### src/rtl/cnt_window_ctrl.sv
// cnt_window_ctrl: runs timed measurement windows on an external CNT_W-bit
// event counter. Sequence: clear the counter, enable it for a programmed
// number of cycles, capture count and overflow, then offer the result on a
// valid/ready port. Supports single-shot and continuous (back-to-back) runs.
//
// Optional build macro CNT_WINDOW_OVF_STOP_EN: when defined, the first
// overflow seen during COUNT ends the window early. When undefined, the
// window always runs its full length and overflow is only recorded.
//
// Result handshake: res_valid_o rises when a result is captured and stays
// high, with res_cnt_o/res_of_o stable, until the cycle where
// res_valid_o & res_ready_i is sampled high; it drops on the next cycle.
// abort_i in RESULT also drops it and discards the result.
//
// state_o exposes the FSM state for debug and checkers
// (0 IDLE, 1 CLEAR, 2 COUNT, 3 CAPTURE, 4 RESULT).
module cnt_window_ctrl #(
  parameter int WIN_W = 16,
  parameter int CNT_W = 8
) (
  input  logic             clk,
  input  logic             rst,
  input  logic             start_i,
  input  logic             cont_i,
  input  logic             abort_i,
  input  logic [WIN_W-1:0] win_len_i,
  output logic             cnt_clr_o,
  output logic             cnt_en_o,
  input  logic [CNT_W-1:0] cnt_i,
  input  logic             of_i,
  output logic             busy_o,
  output logic             err_o,
  output logic             res_valid_o,
  input  logic             res_ready_i,
  output logic [CNT_W-1:0] res_cnt_o,
  output logic             res_of_o,
  output logic [2:0]       state_o
);

  typedef enum logic [2:0] {
    IDLE    = 3'd0,
    CLEAR   = 3'd1,
    COUNT   = 3'd2,
    CAPTURE = 3'd3,
    RESULT  = 3'd4
  } state_t;

  state_t             state_q, state_d;
  logic [WIN_W-1:0]   timer_q, timer_d;
  logic [WIN_W-1:0]   len_q, len_d;
  logic               cont_q, cont_d;
  logic               sticky_q, sticky_d;

  logic               clr_d, en_d, busy_d, err_d, valid_d;
  logic [CNT_W-1:0]   res_cnt_d;
  logic               res_of_d;

  // Overflow-stop condition: only active in builds with early-stop enabled.
  logic               ovf_stop;
`ifdef CNT_WINDOW_OVF_STOP_EN
  assign ovf_stop = of_i;
`else
  assign ovf_stop = 1'b0;
`endif

  assign state_o = state_q;

  // State, datapath and registered outputs.
  always_ff @(posedge clk or posedge rst) begin
    if (rst) begin
      state_q     <= IDLE;
      timer_q     <= '0;
      len_q       <= '0;
      cont_q      <= 1'b0;
      sticky_q    <= 1'b0;
      cnt_clr_o   <= 1'b0;
      cnt_en_o    <= 1'b0;
      busy_o      <= 1'b0;
      err_o       <= 1'b0;
      res_valid_o <= 1'b0;
      res_cnt_o   <= '0;
      res_of_o    <= 1'b0;
    end else begin
      state_q     <= state_d;
      timer_q     <= timer_d;
      len_q       <= len_d;
      cont_q      <= cont_d;
      sticky_q    <= sticky_d;
      cnt_clr_o   <= clr_d;
      cnt_en_o    <= en_d;
      busy_o      <= busy_d;
      err_o       <= err_d;
      res_valid_o <= valid_d;
      res_cnt_o   <= res_cnt_d;
      res_of_o    <= res_of_d;
    end
  end

  // Next-state logic; outputs are computed for the state being entered so
  // that every output is a flop aligned with state_q. abort_i wins over all
  // other transitions outside IDLE.
  always_comb begin
    state_d   = state_q;
    timer_d   = timer_q;
    len_d     = len_q;
    cont_d    = cont_q;
    sticky_d  = sticky_q;
    clr_d     = 1'b0;
    en_d      = 1'b0;
    err_d     = 1'b0;
    valid_d   = 1'b0;
    res_cnt_d = res_cnt_o;
    res_of_d  = res_of_o;

    case (state_q)
      IDLE: begin
        if (start_i) begin
          if (win_len_i != '0) begin
            len_d   = win_len_i;
            cont_d  = cont_i;
            state_d = CLEAR;
            clr_d   = 1'b1;
          end else begin
            err_d = 1'b1;
          end
        end
      end

      CLEAR: begin
        if (abort_i) begin
          state_d = IDLE;
          clr_d   = 1'b1;
        end else begin
          timer_d  = len_q;
          sticky_d = 1'b0;
          state_d  = COUNT;
          en_d     = 1'b1;
        end
      end

      COUNT: begin
        if (abort_i) begin
          state_d = IDLE;
          clr_d   = 1'b1;
        end else begin
          timer_d = timer_q - WIN_W'(1);
          if (of_i) begin
            sticky_d = 1'b1;
          end
          // Timer holds the cycles left including this one, so leaving at 1
          // gives exactly win_len enabled cycles.
          if (timer_q == WIN_W'(1) || ovf_stop) begin
            state_d = CAPTURE;
          end else begin
            en_d = 1'b1;
          end
        end
      end

      CAPTURE: begin
        if (abort_i) begin
          state_d = IDLE;
          clr_d   = 1'b1;
        end else begin
          res_cnt_d = cnt_i;
          res_of_d  = sticky_q | of_i;
          valid_d   = 1'b1;
          state_d   = RESULT;
        end
      end

      RESULT: begin
        if (abort_i) begin
          state_d = IDLE;
        end else if (res_ready_i) begin
          if (cont_q) begin
            state_d = CLEAR;
            clr_d   = 1'b1;
          end else begin
            state_d = IDLE;
          end
        end else begin
          valid_d = 1'b1;
        end
      end

      default: begin
        state_d = IDLE;
      end
    endcase

    busy_d = (state_d != IDLE);
  end

endmodule

### config.mk
export PLATFORM = sky130hd
export DESIGN_NAME = cnt_window_ctrl
export DESIGN_NICKNAME = d
export VERILOG_FILES = /design/src/rtl/cnt_window_ctrl.sv
export SDC_FILE = /design/constraint.sdc
export NUM_CORES = 1
export LEC_CHECK = 0
export ABC_AREA = 1
export CAP_MARGIN = 20
export CORE_MARGIN = 3
export CORE_UTILIZATION = 58
export CTS_BUF_LIST = sky130_fd_sc_hd__clkbuf_4 sky130_fd_sc_hd__clkbuf_8
export DETAILED_ROUTE_END_ITERATION = 12
export HOLD_SLACK_MARGIN = 0.05
export MAX_ROUTING_LAYER = met4
export PLACE_DENSITY = 0.86
export RECOVER_POWER = 50
export SYNTH_ARGS = -nofsm -noshare
export SYNTH_HDL_FRONTEND = slang
export SYNTH_SLANG_ARGS = --single-unit
### constraint.sdc
create_clock -name clk -period 2.5 [get_ports clk]
set_clock_uncertainty 0.15 [all_clocks]
set_input_delay 0.25 -clock clk [delete_from_list [all_inputs] [get_ports clk]]
set_output_delay 0.25 -clock clk [all_outputs]
set_load 0.05 [all_outputs]
==> results.md <==
- Overflow after GRT: 0
- Remaining DRCs: 0
- Clk buf depth: 2
- Fin. max-slew vios: 0
- CTS root buffer: clkbuf_8
- Syn_nets: 382
- Final hold violations: 0
- Reg clk slew, reported paths: 0.09 ns
- Initial drt markers: 162
- Cts bufs inserted: 5
- Starting Density: 62.5%
- Die W: 73.0 um
- Vias after detailed routing: 2398
- Critical path's largest stage delay: 0.85 ns
- Core box area: 4170 um2
- IO Count: 48
- Crit-path cells: clkdlybuf4s50_1
- Async SR Flop Fraction: 100%
- Final HPWL DP: 4540 um
- Most used DFF post-synth: dfrtp_1
- Total GRT Usage: 25.5%
- Unrepaired setup endpoints after global routing: false
- # fillers: 327
- Tmin final: 2.03 ns
- Initial antenna violation count: 0
- Cell count after synthesis: 349
- Vias in the first global route: 2330
- Vias/cell: 5.35
- Inst Count DP: 441
- Post-synth EDFFs: 0
- Reg area: 1280 um2
- Post-cts resize count: 0
- Clk sinks: 51
- Multi-input gate area: 1130 um2
- Setup tns final: 0 ns
- Critical path startpoint category: flip-flop
- Cell Pwr Density: 1100 nW/um2
- Die ar.: 5330 um2
- Setup violations, final: 0
- Post-Synthesis Cell Area: 2610 um2
- Max Fclk: 493 MHz
- Synth warnings: 0
- Routed len/inst: 13.3 um
- Setup bufs post-CTS: 0
- Leak: 1.60 nW
- Worst path buffer plus inverter count: 1
- CP max FO: 6
- DRT Wirelength: 5950 um
- Worst vdd ir: 0.637 mV
- Seq/Total Area, Yosys: 49.0%
- First-pass GRT wire length: 10200 um
- Hold bufs inserted after CTS: 0
- Largest delay share family, worst path: buffers and inverters
- Area Overhead vs Synth: 22.9%
- MaxCap Viol Count: 0
- Status: finished, final reports clean
- Layout Nets: 431
- Area leader, netlist: dfrtp_1
- Post-route ant nets: 0
- Flops & latches, synth: 51
- IO Port Bufs: 47
- Slowest CP cell: clkdlybuf4s50_1
- Finished Cell Area: 3200 um2
- Share of cells above drive strength 1: 4.27%
- Worst hold path class: input pin to flip-flop
- Drt first pass iters: 4
- Clock latency on the worst-skew pair: 0.30 ns
- Rows: 23
- Pin count of the biggest net entering global routing: 29
- Synth area leaders: dfrtp_1 49%, nand2_1 18%, nand3_1 6.9%, nor2_1 5.3%, inv_1 4.8%
- Fin cells: 448
- Tcrit/Tclk final: 81.1%
- Slew of the pin with the lowest slew margin: 0.885 ns
- Area share of the largest cell type after synthesis: 49.0%
- Post-Place Cell Area: 3110 um2
- CP Capture Type: output pin
- CTS H-tree lvls: 2
- Crit Path Category: flip-flop to output pin
- TritonCTS clock tree: yes
- Yosys cell types: 26
- Relative slew slack: 41.0%
- # diodes: 0
- Gp weighted congestion: 0.890
- Die Height: 73.0 um
- Synthesized area per cell: 7.47 um2
- CP required: 2.10 ns
- Worst Path Arrival: 1.63 ns
- Layout Utilization: 76.8%
-- cell type report --
cell class	instances	share of cell area, %
clock inverter	1	0.937
timing repair buffer	51	15.4
tap	50	1.95
clock buffer	6	2.38
multi-input combinational	254	35.4
sequential	51	39.8
inverter	35	4.10
-- power by group --
part	switching, W	internal (W)	leakage, nW
combinational	0.00105	0.000537	0.900
sequential	0.000242	0.00114	0.646
clock	0.000251	0.000304	0.0547
total	0.00155	0.00198	1.60
-- flip-flops by register name, summed over array words and instances (netlist names), 3 cells and up --
signal and count:
len_q 16, res_cnt_o 8, state_o 3, timer_q 16
-- cell usage after synthesis (3+ instances only) --
master,number
nand4_1,5
o21a_1,4
nand3_1,36
o21ai_1,10
or2_2,3
dfrtp_1,51
buf_6,3
nor2_1,37
inv_1,33
nand2_1,127
o21ai_0,16
buf_2,3
-- per-layer routing --
layer  share of wire (%)  GRT usage, %  up-vias  wire, um
li1                    -             -     1200         -
met1                  44          33.4     1100      2640
met2                  48          40.2       89      2880
met3                 6.1          5.65        9       365
met4                 1.1          6.56        0        67
met5                   0             -        -         0
-- layout by cell type (no fill, tap or decap) --
| cell type | n |
|---|---|
| dlygate4sd3_1 | 3 |
| o21a_1 | 4 |
| buf_4 | 2 |
| o21ai_0 | 16 |
| o211ai_1 | 2 |
| clkbuf_4 | 1 |
| nor2_4 | 1 |
| nand3_1 | 36 |
| clkbuf_1 | 2 |
| nor2_1 | 37 |
| bufinv_16 | 1 |
| inv_2 | 1 |
| clkbuf_8 | 5 |
| inv_1 | 34 |
| o21ai_1 | 10 |
| a31oi_1 | 1 |
| nor3_1 | 2 |
| a21oi_1 | 2 |
| clkdlybuf4s50_1 | 44 |
| ha_1 | 2 |
| or2_2 | 3 |
| a21o_1 | 1 |
| nand4_1 | 5 |
| nand2_1 | 127 |
| nand2_4 | 2 |
| nand3b_1 | 1 |
| dfrtp_1 | 51 |
| nand2_2 | 1 |
| nor3b_1 | 1 |
-- final timing paths --
kind	startpoint	to	cells after the start	slack, ns
max	state_o[0]	state_o[0]	1	0.47
max in group asynchronous	rst	res_of_o	3	0.62
max reg2reg	state_o[2]	timer_q[6]	6	0.72
min in group asynchronous	rst	len_q[10]	2	0.43
min reg2reg	res_cnt_o[6]	res_cnt_o[6]	2	0.34
min	cnt_i[3]	res_cnt_o[3]	3	0.33
-- per-stage QoR --
step / total power (W) / worst slack (ns) / hold WS, ns
6_report: 0.00353 / 0.472 / 0.331
2_1_floorplan: 0.00249 / 0.740 / 0.210
3_5_place_dp: 0.00297 / 0.481 / 0.316
3_3_place_gp: 0.00293 / 0.534 / 0.302
5_1_grt: 0.00378 / 0.379 / 0.330
4_1_cts: 0.00354 / 0.457 / 0.152
-- kinds of logic after synthesis --
family	count (synthesis)	share of synthesized area [%]
flip-flops	51	49.0
AND/OR/NAND/NOR	216	34.9
AO/OA/AOI/OAI	36	7.63
adder cells (fa/ha/maj)	2	0.960
buffers and inverters	44	7.49
No activity file was read; power rests on OpenSTA's default activity.
